`config.mk`:
```
export PLATFORM = sky130hd
export DESIGN_NAME = rst_seq_ctrl_flat
export DESIGN_NICKNAME = d
export VERILOG_FILES = /design/src/rtl/rst_seq_ctrl_if.sv /design/src/rtl/rst_seq_ctrl.sv /design/src/flat_wrapper.sv
export SDC_FILE = /design/constraint.sdc
export NUM_CORES = 1
export LEC_CHECK = 0
export BUFFER_PORTS_ARGS = -buffer_cell sky130_fd_sc_hd__clkbuf_2
export CORE_MARGIN = 1.5
export CORE_UTILIZATION = 60
export DETAILED_ROUTE_END_ITERATION = 8
export PLACE_DENSITY = 0.81
export SLEW_MARGIN = 10
export SYNTH_ARGS = -nofsm -noshare
export SYNTH_HDL_FRONTEND = slang
export SYNTH_SLANG_ARGS = --single-unit
```
`constraint.sdc`:
```
create_clock -name CLK -period 4.6 [get_ports CLK]
set_clock_uncertainty 0.2 [all_clocks]
set_input_delay 0.92 -clock CLK [delete_from_list [all_inputs] [get_ports CLK]]
set_output_delay 0.92 -clock CLK [all_outputs]
set_load 0.01 [all_outputs]
```
`src/rtl/rst_seq_ctrl_if.sv`:
```
// Bundle of soft-reset request, release-gap configuration and per-domain
// reset/clock-gate outputs of the reset sequencer.
interface rst_seq_ctrl_if #(
  parameter int unsigned NUM_DOMAINS = 3,
  parameter int unsigned DLY_WIDTH   = 4
);
  logic                   soft_req;
  logic [1:0]             soft_dom;
  logic [DLY_WIDTH-1:0]   dly_cfg;
  logic [NUM_DOMAINS-1:0] dom_rst_n;
  logic [NUM_DOMAINS-1:0] clk_gate_en;
  logic                   busy;
  logic                   seq_done;
  logic                   soft_ack;

  modport master (
    output soft_req, soft_dom, dly_cfg,
    input  dom_rst_n, clk_gate_en, busy, seq_done, soft_ack
  );

  modport slave (
    input  soft_req, soft_dom, dly_cfg,
    output dom_rst_n, clk_gate_en, busy, seq_done, soft_ack
  );
endinterface

```
`src/rtl/rst_seq_ctrl.sv`:
```
// Power-up reset sequencer: holds all domains in reset, optionally enables clocks,
// then releases domains in index order; supports per-domain soft resets once done.
// Optional feature macro: RST_SEQ_CLK_GATE_EN (clock-gate sequencing and GATE_ON state).
module rst_seq_ctrl #(
  parameter int unsigned NUM_DOMAINS = 3,
  parameter int unsigned DLY_WIDTH   = 4,
  parameter int unsigned MIN_ASSERT  = 4
) (
  input logic           CLK,
  input logic           RST,
  rst_seq_ctrl_if.slave bus
);
  localparam int unsigned HOLD_W = $clog2(MIN_ASSERT + 1);
  localparam int unsigned GAP_W  = DLY_WIDTH + 1;
  localparam int unsigned IDX_W  = 2;

`ifdef RST_SEQ_CLK_GATE_EN
  localparam logic [NUM_DOMAINS-1:0] GATE_RST = '0;
`else
  localparam logic [NUM_DOMAINS-1:0] GATE_RST = '1;
`endif

  typedef enum logic [2:0] {
    ST_ASSERT  = 3'd0,
`ifdef RST_SEQ_CLK_GATE_EN
    ST_GATE_ON = 3'd1,
`endif
    ST_RELEASE = 3'd2,
    ST_DONE    = 3'd3,
    ST_SOFT    = 3'd4
  } state_e;

  state_e                 state_q, state_d;
  logic [NUM_DOMAINS-1:0] dom_rst_n_q, dom_rst_n_d;
  logic [NUM_DOMAINS-1:0] clk_gate_en_q, clk_gate_en_d;
  logic                   busy_q, busy_d;
  logic                   seq_done_q, seq_done_d;
  logic                   soft_ack_q, soft_ack_d;
  logic [HOLD_W-1:0]      hold_q, hold_d;
  logic [GAP_W-1:0]       gap_q, gap_d;
  logic [IDX_W-1:0]       idx_q, idx_d;
  logic [1:0]             soft_dom_q, soft_dom_d;
  logic                   armed_q, armed_d;

  logic [GAP_W-1:0]       gap_load;
  logic                   hold_last;
  logic                   dom_legal;

  // One-hot mask selecting a domain by index
  function automatic logic [NUM_DOMAINS-1:0] dom_mask(input logic [IDX_W-1:0] idx);
    logic [NUM_DOMAINS-1:0] m;
    m = '0;
    for (int i = 0; i < int'(NUM_DOMAINS); i++) begin
      m[i] = (IDX_W'(i) == idx);
    end
    return m;
  endfunction

  always_ff @(posedge CLK) begin
    if (RST) begin
      state_q       <= ST_ASSERT;
      dom_rst_n_q   <= '0;
      clk_gate_en_q <= GATE_RST;
      busy_q        <= 1'b1;
      seq_done_q    <= 1'b0;
      soft_ack_q    <= 1'b0;
      hold_q        <= '0;
      gap_q         <= '0;
      idx_q         <= '0;
      soft_dom_q    <= '0;
      armed_q       <= 1'b0;
    end else begin
      state_q       <= state_d;
      dom_rst_n_q   <= dom_rst_n_d;
      clk_gate_en_q <= clk_gate_en_d;
      busy_q        <= busy_d;
      seq_done_q    <= seq_done_d;
      soft_ack_q    <= soft_ack_d;
      hold_q        <= hold_d;
      gap_q         <= gap_d;
      idx_q         <= idx_d;
      soft_dom_q    <= soft_dom_d;
      armed_q       <= armed_d;
    end
  end

  always_comb begin
    state_d       = state_q;
    dom_rst_n_d   = dom_rst_n_q;
    clk_gate_en_d = clk_gate_en_q;
    busy_d        = busy_q;
    seq_done_d    = seq_done_q;
    soft_ack_d    = 1'b0;
    hold_d        = hold_q;
    gap_d         = gap_q;
    idx_d         = idx_q;
    soft_dom_d    = soft_dom_q;
    // A low sample of soft_req re-arms acceptance of the next request
    armed_d       = armed_q | ~bus.soft_req;
    gap_load      = GAP_W'(bus.dly_cfg) + GAP_W'(1);
    hold_last     = (hold_q == HOLD_W'(MIN_ASSERT - 1));
    dom_legal     = (32'(bus.soft_dom) < NUM_DOMAINS);

    case (state_q)
      ST_ASSERT: begin
        dom_rst_n_d = '0;
        busy_d      = 1'b1;
        seq_done_d  = 1'b0;
        if (hold_last) begin
          hold_d = '0;
`ifdef RST_SEQ_CLK_GATE_EN
          state_d       = ST_GATE_ON;
          clk_gate_en_d = '1;
`else
          state_d     = ST_RELEASE;
          dom_rst_n_d = dom_mask(IDX_W'(0));
          idx_d       = IDX_W'(1);
          gap_d       = gap_load;
`endif
        end else begin
          hold_d = hold_q + HOLD_W'(1);
        end
      end

`ifdef RST_SEQ_CLK_GATE_EN
      // Two cycles of running clock with reset held so synchronizers flush
      ST_GATE_ON: begin
        if (hold_q == HOLD_W'(1)) begin
          hold_d      = '0;
          state_d     = ST_RELEASE;
          dom_rst_n_d = dom_mask(IDX_W'(0));
          idx_d       = IDX_W'(1);
          gap_d       = gap_load;
        end else begin
          hold_d = hold_q + HOLD_W'(1);
        end
      end
`endif

      ST_RELEASE: begin
        if (gap_q == GAP_W'(1)) begin
          dom_rst_n_d = dom_rst_n_q | dom_mask(idx_q);
          if (idx_q == IDX_W'(NUM_DOMAINS - 1)) begin
            state_d    = ST_DONE;
            busy_d     = 1'b0;
            seq_done_d = 1'b1;
          end else begin
            idx_d = idx_q + IDX_W'(1);
            gap_d = gap_load;
          end
        end else begin
          gap_d = gap_q - GAP_W'(1);
        end
      end

      ST_DONE: begin
        if (bus.soft_req && armed_q && dom_legal) begin
          state_d     = ST_SOFT;
          soft_dom_d  = bus.soft_dom;
          dom_rst_n_d = dom_rst_n_q & ~dom_mask(bus.soft_dom);
          busy_d      = 1'b1;
          armed_d     = 1'b0;
          hold_d      = '0;
        end
      end

      ST_SOFT: begin
        if (hold_last) begin
          state_d     = ST_DONE;
          dom_rst_n_d = dom_rst_n_q | dom_mask(soft_dom_q);
          soft_ack_d  = 1'b1;
          busy_d      = 1'b0;
          armed_d     = 1'b0;
          hold_d      = '0;
        end else begin
          hold_d = hold_q + HOLD_W'(1);
        end
      end

      default: state_d = ST_ASSERT;
    endcase
  end

  assign bus.dom_rst_n   = dom_rst_n_q;
  assign bus.clk_gate_en = clk_gate_en_q;
  assign bus.busy        = busy_q;
  assign bus.seq_done    = seq_done_q;
  assign bus.soft_ack    = soft_ack_q;

endmodule

```
`src/flat_wrapper.sv`:
```
// flat-port wrapper written by rule: the top's interface ports become plain ports
module rst_seq_ctrl_flat 
#(
  parameter int unsigned NUM_DOMAINS = 3,
  parameter int unsigned DLY_WIDTH   = 4,
  parameter int unsigned MIN_ASSERT  = 4
)
  (CLK, RST, bus_soft_req, bus_soft_dom, bus_dly_cfg, bus_dom_rst_n, bus_clk_gate_en, bus_busy, bus_seq_done, bus_soft_ack);
  rst_seq_ctrl_if #(.NUM_DOMAINS(NUM_DOMAINS), .DLY_WIDTH(DLY_WIDTH)) bus_i ();
  input logic CLK;
  input logic RST;
  input wire logic [$bits(bus_i.soft_req)-1:0] bus_soft_req;
  input wire logic [$bits(bus_i.soft_dom)-1:0] bus_soft_dom;
  input wire logic [$bits(bus_i.dly_cfg)-1:0] bus_dly_cfg;
  output wire logic [$bits(bus_i.dom_rst_n)-1:0] bus_dom_rst_n;
  output wire logic [$bits(bus_i.clk_gate_en)-1:0] bus_clk_gate_en;
  output wire logic [$bits(bus_i.busy)-1:0] bus_busy;
  output wire logic [$bits(bus_i.seq_done)-1:0] bus_seq_done;
  output wire logic [$bits(bus_i.soft_ack)-1:0] bus_soft_ack;
  assign bus_i.soft_req = bus_soft_req;
  assign bus_i.soft_dom = bus_soft_dom;
  assign bus_i.dly_cfg = bus_dly_cfg;
  assign bus_dom_rst_n = bus_i.dom_rst_n;
  assign bus_clk_gate_en = bus_i.clk_gate_en;
  assign bus_busy = bus_i.busy;
  assign bus_seq_done = bus_i.seq_done;
  assign bus_soft_ack = bus_i.soft_ack;
  rst_seq_ctrl #(.NUM_DOMAINS(NUM_DOMAINS), .DLY_WIDTH(DLY_WIDTH), .MIN_ASSERT(MIN_ASSERT)) u_core (.CLK(CLK), .RST(RST), .bus(bus_i));
endmodule
```
==> results of run 1 <==
## layout make-up
type                    instances  area (µm²)  share of cell area
flip-flops and latches         22         440               0.301
repair buffers                 14        70.1              0.0479
multi-input cells             126         838               0.573
clock buffers                   3        22.5              0.0154
well taps                      28        35.0              0.0240
clock inverters                 1        30.0              0.0205
inverters                       7        26.3              0.0180
## layout by cell type, fill, tap and decap left out, types with 2 or more instances in the layout
master	synthesis	final
and3_1	3	3
clkbuf_2	0	14
nor2_1	13	13
clkbuf_4	0	3
a31oi_1	4	4
or3_1	2	2
nor2b_1	2	2
o311ai_0	3	3
nand3_1	7	7
nand4_1	2	2
nor3b_1	3	3
o211ai_1	3	3
nand2b_1	3	3
inv_1	6	6
or4b_2	2	2
nor3_1	6	6
o21ai_0	9	9
nand2_1	10	10
or2_2	2	2
dfxtp_1	22	22
conb_1	1	3
a21oi_1	15	15
o32ai_1	3	3
ha_1	6	6
## worst min-delay path by stage
stage / end / slack, ns / cells after the start
after floorplan: u_core.gap_q[1]$_SDFFE_PP0P_ / 0.24 / 2
after global placement: u_core.gap_q[1]$_SDFFE_PP0P_ / 0.26 / 2
after detailed placement: u_core.gap_q[1]$_SDFFE_PP0P_ / 0.27 / 2
after CTS: u_core.gap_q[1]$_SDFFE_PP0P_ / 0.29 / 2
after global routing: u_core.gap_q[1]$_SDFFE_PP0P_ / 0.31 / 2
final: u_core.gap_q[1]$_SDFFE_PP0P_ / 0.29 / 2
## through the flow
stage / util / setup slack [ns] / total power (µW)
3_5_place_dp: 0.644 / 2.04 / 584
4_1_cts: 0.668 / 2.20 / 736
3_3_place_gp: 0.644 / 2.11 / 568
2_1_floorplan: - / 2.26 / 527
6_report: 0.668 / 2.16 / 745
5_1_grt: 0.668 / 1.95 / 793
## routing by layer
layer	global-route usage	vias to the layer above	routed length, µm
li1	-	623	-
met1	0.375	583	1380
met2	0.436	64	1440
met3	0.0268	4	215
met4	0.108	0	53
met5	0	-	0
## flip-flops by register name (all words and copies together) (netlist names)
| signal | flops |
|---|---|
| u_core.armed_q | 1 |
| u_core.bus.busy | 1 |
| u_core.bus.dom_rst_n | 3 |
| u_core.bus.seq_done | 1 |
| u_core.bus.soft_ack | 1 |
| u_core.gap_q | 5 |
| u_core.hold_q | 3 |
| u_core.idx_q | 2 |
| u_core.soft_dom_q | 2 |
| u_core.state_q | 3 |
## power by group through the flow
stage	Clock, µW	Sequential [µW]	Combinational [µW]
2_1_floorplan	0	258	269
6_report	155	278	312
3_5_place_dp	0	281	303
4_1_cts	153	276	307
5_1_grt	160	288	345
3_3_place_gp	0	278	291
## kinds of logic (layout without fill, tap and decap cells)
logic type / count (synthesis) / count (layout) / share of synthesized area
fa+ha+maj: 6 / 6 / 0.0548
xor+xnor: 2 / 2 / 0.0128
flops: 22 / 22 / 0.321
compound gates: 48 / 48 / 0.240
buf+inv: 19 / 25 / 0.0721
other cells: 1 / 3 / 0.00274
simple gates: 67 / 67 / 0.296
## worst max-delay path, delay by kind of cell, from the launching register on
kind | cells | cell delay [ns]
and+or+nand+nor | 2 | 0.88
AOI/OAI and AO/OA | 2 | 0.48
DFF | 1 | 0.77
==> run_results.csv, run 1 <==
group,metric,value,unit
timing,final_max_slew_viol_count,0,
synth,yosys.area.top_type,"dfxtp_1",
route,ant_nets,0,
layout,synthToLayoutAreaGrowth,6.76,%
synth,synth_common_cells,"dfxtp_1, a21oi_1, nor2_1, nand2_1, o21ai_0",
floorplan,fp-row-count,17,
synth,ys_ff_latch,22,
global_routing,grt_max_degree,21,
timing,tns,0,ns
power_and_ir_drop,clock_power_share,0.208,
setup_path,r2r_setup_slack,2.16,ns
floorplan,die-area,2580,µm²
layout,stdcell_count,201,
place,port_buffers,14,
timing,finalCritPeriodShare,0.530,
power_and_ir_drop,internal_power,451,µW
setup_path,r2r_end,"u_core.bus.dom_rst_n[2]$_SDFFE_PP0P_",
timing,tightestPinTransition,0.784,ns
place,placed_area,1410,µm²
setup_path,slowest_stage,"dfxtp_1",
route,drt-total-wl,3.10,mm
setup_path,crit_chain,"nand2b_2 > or4b_1 > o311ai_0 > a21oi_1",
synth,yosysMostFrequentCell,"dfxtp_1",
setup_path,critPathKind,"reg -> reg",
setup_path,critical_path.endpoint,"u_core.bus.dom_rst_n[2]$_SDFFE_PP0P_",
synth,synthDistinctLibCells,53,
setup_path,slowest_delay,0.77,ns
layout,diodes,0,
layout,fin_nets,189,
floorplan,start_util,0.625,
synth,yosys_warnings,0,
setup_path,r2r_cells,4,
setup_path,cp_data_required_time,4.63,ns
synth,synth_area,1370,µm²
min_path,min-delay-start,"u_core.gap_q[1]$_SDFFE_PP0P_",
floorplan,die_w,50.8,µm
route,first_pass_iters,5,
status,status,"finished, final reports clean",
setup_path,crit_path_start,"u_core.state_q[1]$_SDFFE_PP0P_",
floorplan,core_region_area,2190,µm²
global_routing,grt_pass1_vias,1156,
timing,fmax,0.410,GHz
layout,nFillCells,186,
cts,clk_latency,0.33,ns
power_and_ir_drop,p_sw,294,µW
cts,numCtsBuffers,3,
synth,ys_async_sr_fraction,0,
route,vias,1274,
synth,synth_enable_flop_cells,0,
global_routing,antenna_found_initial,0,
global_routing,grt-ovfl-total,0,
synth,synth_top_cell_area_share,0.321,
timing,fin_crit,2.44,ns
cts,cts_hold_buffers,0,
floorplan,io_pins,18,
setup_path,startpoint_type,"flip-flop",
place,routabilityCongestion,0.866,
synth,syn_area_per_cell,8.30,µm²
cts,cts_tree,"yes",
timing,fin_hold_ws,0.286,ns
route,drt_iter0_markers,70,
timing,relSlewSlack,0.470,
job,maxCapViolCount,0,
global_routing,gr-usage-all-layers,0.272,
cts,htree_levels,1,
setup_path,crit_path_end_kind,"flip-flop",
global_routing,grt_pass1_wl,5.30,mm
setup_path,critPathArrivalTime,2.46,ns
setup_path,rr_startpoint,"u_core.state_q[1]$_SDFFE_PP0P_",
layout,layout-drive-gt1-share,0.191,
timing,final_hold_viol_count,0,
synth,ys_seq_area_frac,0.321,
power_and_ir_drop,switching_share,0.395,
layout,fin_area,1460,µm²
min_path,min_path_type,"reg -> reg",
route,viasPerCell,6.34,
route,drc,0,
place,hpwlAfterDp,2.20,mm
floorplan,die_height,50.8,µm
cts,cts_resized,0,
setup_path,cp_max_fo,20,
timing,setup_violations,0,
power_and_ir_drop,p_leak,0.000571,µW
place,dp_cells,197,
cts,path_clk_slew,0.14,ns
route,wire_per_inst,15.4,µm
timing,rsz0062_at_grt,"false",
power_and_ir_drop,peakVddDrop,313,µV
cts,cts_setup_buffers,0,
power_and_ir_drop,pwr-share-comb,0.419,
cts,cts-root-buf,"clkbuf_4",
cts,cts.sink_count,22,
synth,synthTopCellsByArea,"dfxtp_1, a21oi_1, ha_1",
cts,clock_path_buffers,2,
power_and_ir_drop,power_per_cell_area,510,nW/µm²
power_and_ir_drop,seq_power_share,0.373,
synth,netlist_instances,165,
synth,ys_dominant_reg_cell,"dfxtp_1",
Note: power is estimated with default switching activity, not from simulation.
==> inputs of run 2 (changes only) <==
--- a/config.mk
+++ b/config.mk
@@ -7,9 +7,9 @@
 export LEC_CHECK = 0
 export BUFFER_PORTS_ARGS = -buffer_cell sky130_fd_sc_hd__clkbuf_2
 export CORE_MARGIN = 1.5
-export CORE_UTILIZATION = 60
+export CORE_UTILIZATION = 56
 export DETAILED_ROUTE_END_ITERATION = 8
-export PLACE_DENSITY = 0.81
+export PLACE_DENSITY = 0.77
 export SLEW_MARGIN = 10
 export SYNTH_ARGS = -nofsm -noshare
 export SYNTH_HDL_FRONTEND = slang
==> constraint.sdc (replaced) <==
create_clock -name CLK -period 2.5 [get_ports CLK]
set_clock_uncertainty 0.2 [all_clocks]
set_input_delay 0.5 -clock CLK [delete_from_list [all_inputs] [get_ports CLK]]
set_output_delay 0.5 -clock CLK [all_outputs]
set_load 0.01 [all_outputs]
==> run_results.csv, run 2 (synthesis results as in run 1) <==
group,metric,value,unit
floorplan,start_util,0.608,
layout,layout_common_cells,"dfxtp_1, a21oi_1, clkbuf_2",
timing,finalCritPeriodShare,0.884,
cts,cts.sink_count,22,
min_path,min_path_type,"in -> reg",
setup_path,critPathArrivalTime,2.23,ns
global_routing,use_met1,0.360,
place,routabilityCongestion,0.847,
floorplan,die_height,52.5,µm
timing,final_hold_viol_count,0,
min_path,min_to,"u_core.soft_dom_q[1]$_SDFFE_PP0P_",
global_routing,grt_pass1_vias,1162,
setup_path,cp_data_required_time,2.52,ns
timing,final_max_slew_viol_count,0,
timing,fmax,0.452,GHz
setup_path,path_buf_inv,0,
cts,cts_setup_buffers,0,
setup_path,critPathKind,"reg -> reg",
job,maxCapViolCount,0,
layout,nFillCells,199,
timing,rsz0062_at_grt,"false",
min_path,hold_path_depth,3,
timing,fin_crit,2.21,ns
global_routing,grt_pass1_wl,5.25,mm
setup_path,crit_chain,"ha_1 > or4b_4 > o221ai_1 > nor2_1 > o311a_1",
timing,tns,0,ns
cts,cts_hold_buffers,0,
cts,path_clk_slew,0.14,ns
place,port_buffers,14,
global_routing,grt_use_met2,0.388,
global_routing,grt_max_degree,19,
layout,largest_reg_flops,5,
timing,setup_violations,0,
cts,cts_tree,"yes",
power_and_ir_drop,peakVddDrop,614,µV
layout,fin_nets,192,
floorplan,die_w,52.5,µm
route,viasPerCell,6.34,
timing,relSlewSlack,0.468,
layout,layout-drive-gt1-share,0.205,
route,wire_per_inst,15.2,µm
setup_path,r2r_setup_slack,0.29,ns
setup_path,rr_startpoint,"u_core.gap_q[0]$_SDFFE_PP0P_",
floorplan,io_pins,18,
global_routing,grtUsageMet3,0.0400,
route,drt-total-wl,3.09,mm
floorplan,core_region_area,2250,µm²
global_routing,gr-usage-all-layers,0.254,
power_and_ir_drop,power_per_cell_area,931,nW/µm²
route,drc,0,
layout,regMostFlops,"u_core.gap_q",
power_and_ir_drop,p_leak,0.000587,µW
layout,layout_commonest_cell,"dfxtp_1",
place,hpwlAfterDp,2.22,mm
global_routing,grt-ovfl-total,0,
power_and_ir_drop,finalPower,1380,µW
layout,synthToLayoutAreaGrowth,8.40,%
cts,clk_latency,0.32,ns
cts,cts-root-buf,"clkbuf_4",
cts,numCtsBuffers,3,
setup_path,cp_max_fo,10,
timing,fin_hold_ws,0.245,ns
cts,htree_levels,1,
global_routing,antenna_found_initial,0,
setup_path,crit_family,"compound AO/OA/AOI/OAI gates",
setup_path,r2r_cells,5,
floorplan,fp-row-count,17,
min_path,min-delay-start,"bus_soft_dom[1]",
timing,tightestPinTransition,0.797,ns
setup_path,slowest_delay,0.56,ns
setup_path,r2r_end,"u_core.gap_q[0]$_SDFFE_PP0P_",
setup_path,slowest_stage,"or4b_4",
route,drt_iter0_markers,71,
layout,diodes,0,
setup_path,crit_path_end_kind,"flip-flop",
floorplan,die-area,2750,µm²
cts,cts_resized,0,
status,status,"finished, final reports clean",
cts,clock_path_buffers,2,
route,first_pass_iters,4,
global_routing,top_usage_layer,"met2",
setup_path,startpoint_type,"flip-flop",
route,vias,1294,
route,ant_nets,0,
run 2: changes by cell type in the layout (fill, tap and decap cells not counted):
cell   previous run  this run
buf_4             0         3
run 2: worst reg2reg max path, stage by stage, from the launching register on:
cell,delay [ns]
dfxtp_1,0.42
ha_1,0.20
or4b_4,0.56
o221ai_1,0.38
nor2_1,0.08
o311a_1,0.29
run 2: final cells by class:
class | count | area (µm²) | area share
clock buffer | 3 | 22.5 | 0.0152
clock inverter | 1 | 30.0 | 0.0202
inverter | 7 | 26.3 | 0.0177
multi-input combinational | 126 | 838 | 0.564
sequential | 22 | 440 | 0.297
tap | 28 | 35.0 | 0.0236
timing repair buffer | 17 | 92.6 | 0.0623
run 2: worst max-delay path by stage:
stage | startpoint | end | slack (ns) | cells past startpoint
after CTS | u_core.gap_q[0]$_SDFFE_PP0P_ | u_core.gap_q[0]$_SDFFE_PP0P_ | 0.33 | 5
after floorplan | u_core.gap_q[0]$_SDFFE_PP0P_ | u_core.bus.busy$_SDFFE_PP1P_ | 0.45 | 6
after global routing | u_core.state_q[0]$_SDFFE_PP0P_ | u_core.bus.dom_rst_n[2]$_SDFFE_PP0P_ | 0.20 | 4
final | u_core.gap_q[0]$_SDFFE_PP0P_ | u_core.gap_q[0]$_SDFFE_PP0P_ | 0.29 | 5
after detailed placement | u_core.gap_q[0]$_SDFFE_PP0P_ | u_core.gap_q[0]$_SDFFE_PP0P_ | 0.35 | 5
after global placement | bus_soft_req | u_core.bus.dom_rst_n[2]$_SDFFE_PP0P_ | 0.40 | 5
run 2: per-stage QoR:
stage	util	instances	instance area, µm²	setup WS [ns]
after floorplan	-	167	1380	0.454
after global placement	0.635	200	1430	0.397
after detailed placement	0.635	200	1430	0.351
after CTS	0.659	204	1490	0.330
after global routing	0.659	204	1490	0.202
final	0.659	204	1490	0.289
run 2: metal layers:
layer | wire, µm | vias to the layer above
met5 | 0 | -
met4 | 40 | 0
met3 | 243 | 4
met2 | 1420 | 58
met1 | 1390 | 604
li1 | - | 628
run 2: where the power goes:
| part | switching [µW] | internal [µW] | leakage, µW |
|---|---|---|---|
| clock network | 119 | 162 | 0.0000279 |
| registers | 64.0 | 419 | 0.000179 |
| logic | 352 | 267 | 0.000380 |
==> inputs of run 3 (changes only) <==
--- a/config.mk
+++ b/config.mk
@@ -10,6 +10,7 @@
 export CORE_UTILIZATION = 56
 export DETAILED_ROUTE_END_ITERATION = 8
 export PLACE_DENSITY = 0.77
+export REMOVE_ABC_BUFFERS = 1
 export SLEW_MARGIN = 10
 export SYNTH_ARGS = -nofsm -noshare
 export SYNTH_HDL_FRONTEND = slang
==> run_results.csv, run 3 (synthesis results as in run 1) <==
group,metric,value,unit
floorplan,die_height,52.5,µm
setup_path,startpoint_type,"flip-flop",
setup_path,rr_startpoint,"u_core.gap_q[0]$_SDFFE_PP0P_",
global_routing,antenna_found_initial,0,
timing,rsz0062_at_grt,"false",
global_routing,grt_pass1_wl,5.68,mm
cts,cts-root-buf,"clkbuf_4",
cts,cts_tree,"yes",
timing,relSlewSlack,0.508,
layout,layout_commonest_cell,"dfxtp_1",
timing,tns,0,ns
timing,final_max_slew_viol_count,0,
layout,stdcell_count,203,
floorplan,die-area,2750,µm²
setup_path,cp_max_fo,10,
setup_path,critPathArrivalTime,2.31,ns
timing,fin_hold_ws,0.227,ns
floorplan,start_util,0.608,
cts,path_clk_slew,0.13,ns
min_path,min-delay-start,"bus_soft_dom[1]",
route,ant_nets,0,
layout,diodes,0,
floorplan,die_w,52.5,µm
place,routabilityCongestion,0.842,
timing,setup_violations,0,
floorplan,fp-row-count,17,
global_routing,gr-usage-all-layers,0.279,
place,hpwlAfterDp,2.38,mm
layout,fin_nets,191,
timing,fin_crit,2.29,ns
setup_path,r2r_setup_slack,0.21,ns
route,drt-total-wl,3.30,mm
cts,cts_setup_buffers,0,
route,viasPerCell,6.43,
timing,finalCritPeriodShare,0.915,
global_routing,grt_max_degree,18,
cts,cts.sink_count,22,
power_and_ir_drop,finalPower,1410,µW
floorplan,core_region_area,2250,µm²
setup_path,crit_path_end_kind,"flip-flop",
min_path,min_to,"u_core.soft_dom_q[1]$_SDFFE_PP0P_",
global_routing,grt-ovfl-total,0,
layout,synthToLayoutAreaGrowth,7.85,%
timing,final_hold_viol_count,0,
cts,clk_latency,0.33,ns
min_path,min_path_type,"in -> reg",
min_path,hold_path_depth,3,
layout,regMostFlops,"u_core.gap_q",
power_and_ir_drop,peakVddDrop,519,µV
status,status,"finished, final reports clean",
layout,layout-drive-gt1-share,0.200,
timing,tightestPinTransition,0.737,ns
power_and_ir_drop,p_leak,0.000582,µW
cts,clock_path_buffers,2,
global_routing,grt_pass1_vias,1262,
setup_path,r2r_end,"u_core.gap_q[0]$_SDFFE_PP0P_",
timing,timing.final.ws_setup,0.213,ns
cts,htree_levels,1,
route,drc,0,
setup_path,cp_data_required_time,2.52,ns
layout,layout_common_cells,"dfxtp_1, a21oi_1, clkbuf_2",
place,dp_cells,199,
setup_path,r2r_cells,5,
job,maxCapViolCount,0,
setup_path,critPathKind,"reg -> reg",
route,vias,1306,
cts,cts_resized,0,
route,first_pass_iters,5,
route,wire_per_inst,16.2,µm
cts,cts_hold_buffers,0,
route,drt_iter0_markers,84,
cts,numCtsBuffers,3,
power_and_ir_drop,power_per_cell_area,953,nW/µm²
floorplan,io_pins,18,
place,post-place-ws,0.312,ns
place,port_buffers,14,
timing,fmax,0.437,GHz
layout,largest_reg_flops,5,
[run 3: power breakdown]
part / internal, µW / total, µW / leakage [µW] / switching [µW]
clock: 162 / 281 / 0.0000279 / 118
combinational: 269 / 640 / 0.000375 / 371
sequential: 419 / 486 / 0.000179 / 67.7
total: 850 / 1410 / 0.000582 / 557
[run 3: how the worst max path moves through the flow]
| stage | start | endpoint | slack (ns) | depth (start not counted) |
|---|---|---|---|---|
| 2_1_floorplan | u_core.state_q[1]$_SDFFE_PP0P_ | u_core.bus.dom_rst_n[2]$_SDFFE_PP0P_ | 0.43 | 4 |
| 6_report | u_core.gap_q[0]$_SDFFE_PP0P_ | u_core.gap_q[0]$_SDFFE_PP0P_ | 0.21 | 5 |
| 4_1_cts | u_core.gap_q[0]$_SDFFE_PP0P_ | u_core.gap_q[0]$_SDFFE_PP0P_ | 0.25 | 5 |
| 3_5_place_dp | u_core.gap_q[0]$_SDFFE_PP0P_ | u_core.gap_q[0]$_SDFFE_PP0P_ | 0.31 | 5 |
| 5_1_grt | u_core.gap_q[0]$_SDFFE_PP0P_ | u_core.gap_q[0]$_SDFFE_PP0P_ | 0.09 | 5 |
| 3_3_place_gp | bus_soft_req | u_core.bus.dom_rst_n[2]$_SDFFE_PP0P_ | 0.39 | 5 |
[run 3: cell type report]
cell class	instances	area [µm²]
Clock buffer	3	22.5
Clock inverter	1	30.0
Fill cell	206	777
Inverter	7	26.3
Multi-Input combinational cell	126	838
Sequential cell	22	440
Tap cell	28	35.0
Timing Repair Buffer	16	85.1
[run 3: metrics by stage]
stage	area (µm²)	utilization
after floorplan	1310	-
after global placement	1430	0.632
after detailed placement	1430	0.632
after CTS	1480	0.655
after global routing	1480	0.655
final	1480	0.655
[run 3: per-layer routing]
layer,GRT usage,routed length (µm),vias up
met2,0.450,1560,65
met1,0.362,1400,603
met3,0.0400,251,9
met5,0,0,-
met4,0.132,85,0
li1,-,-,629
[run 3: worst max-delay path: stages, from the launching register on]
cell	delay, ns
dfxtp_1	0.43
ha_1	0.24
or4b_4	0.57
o221ai_1	0.37
nor2_1	0.08
o311a_1	0.31
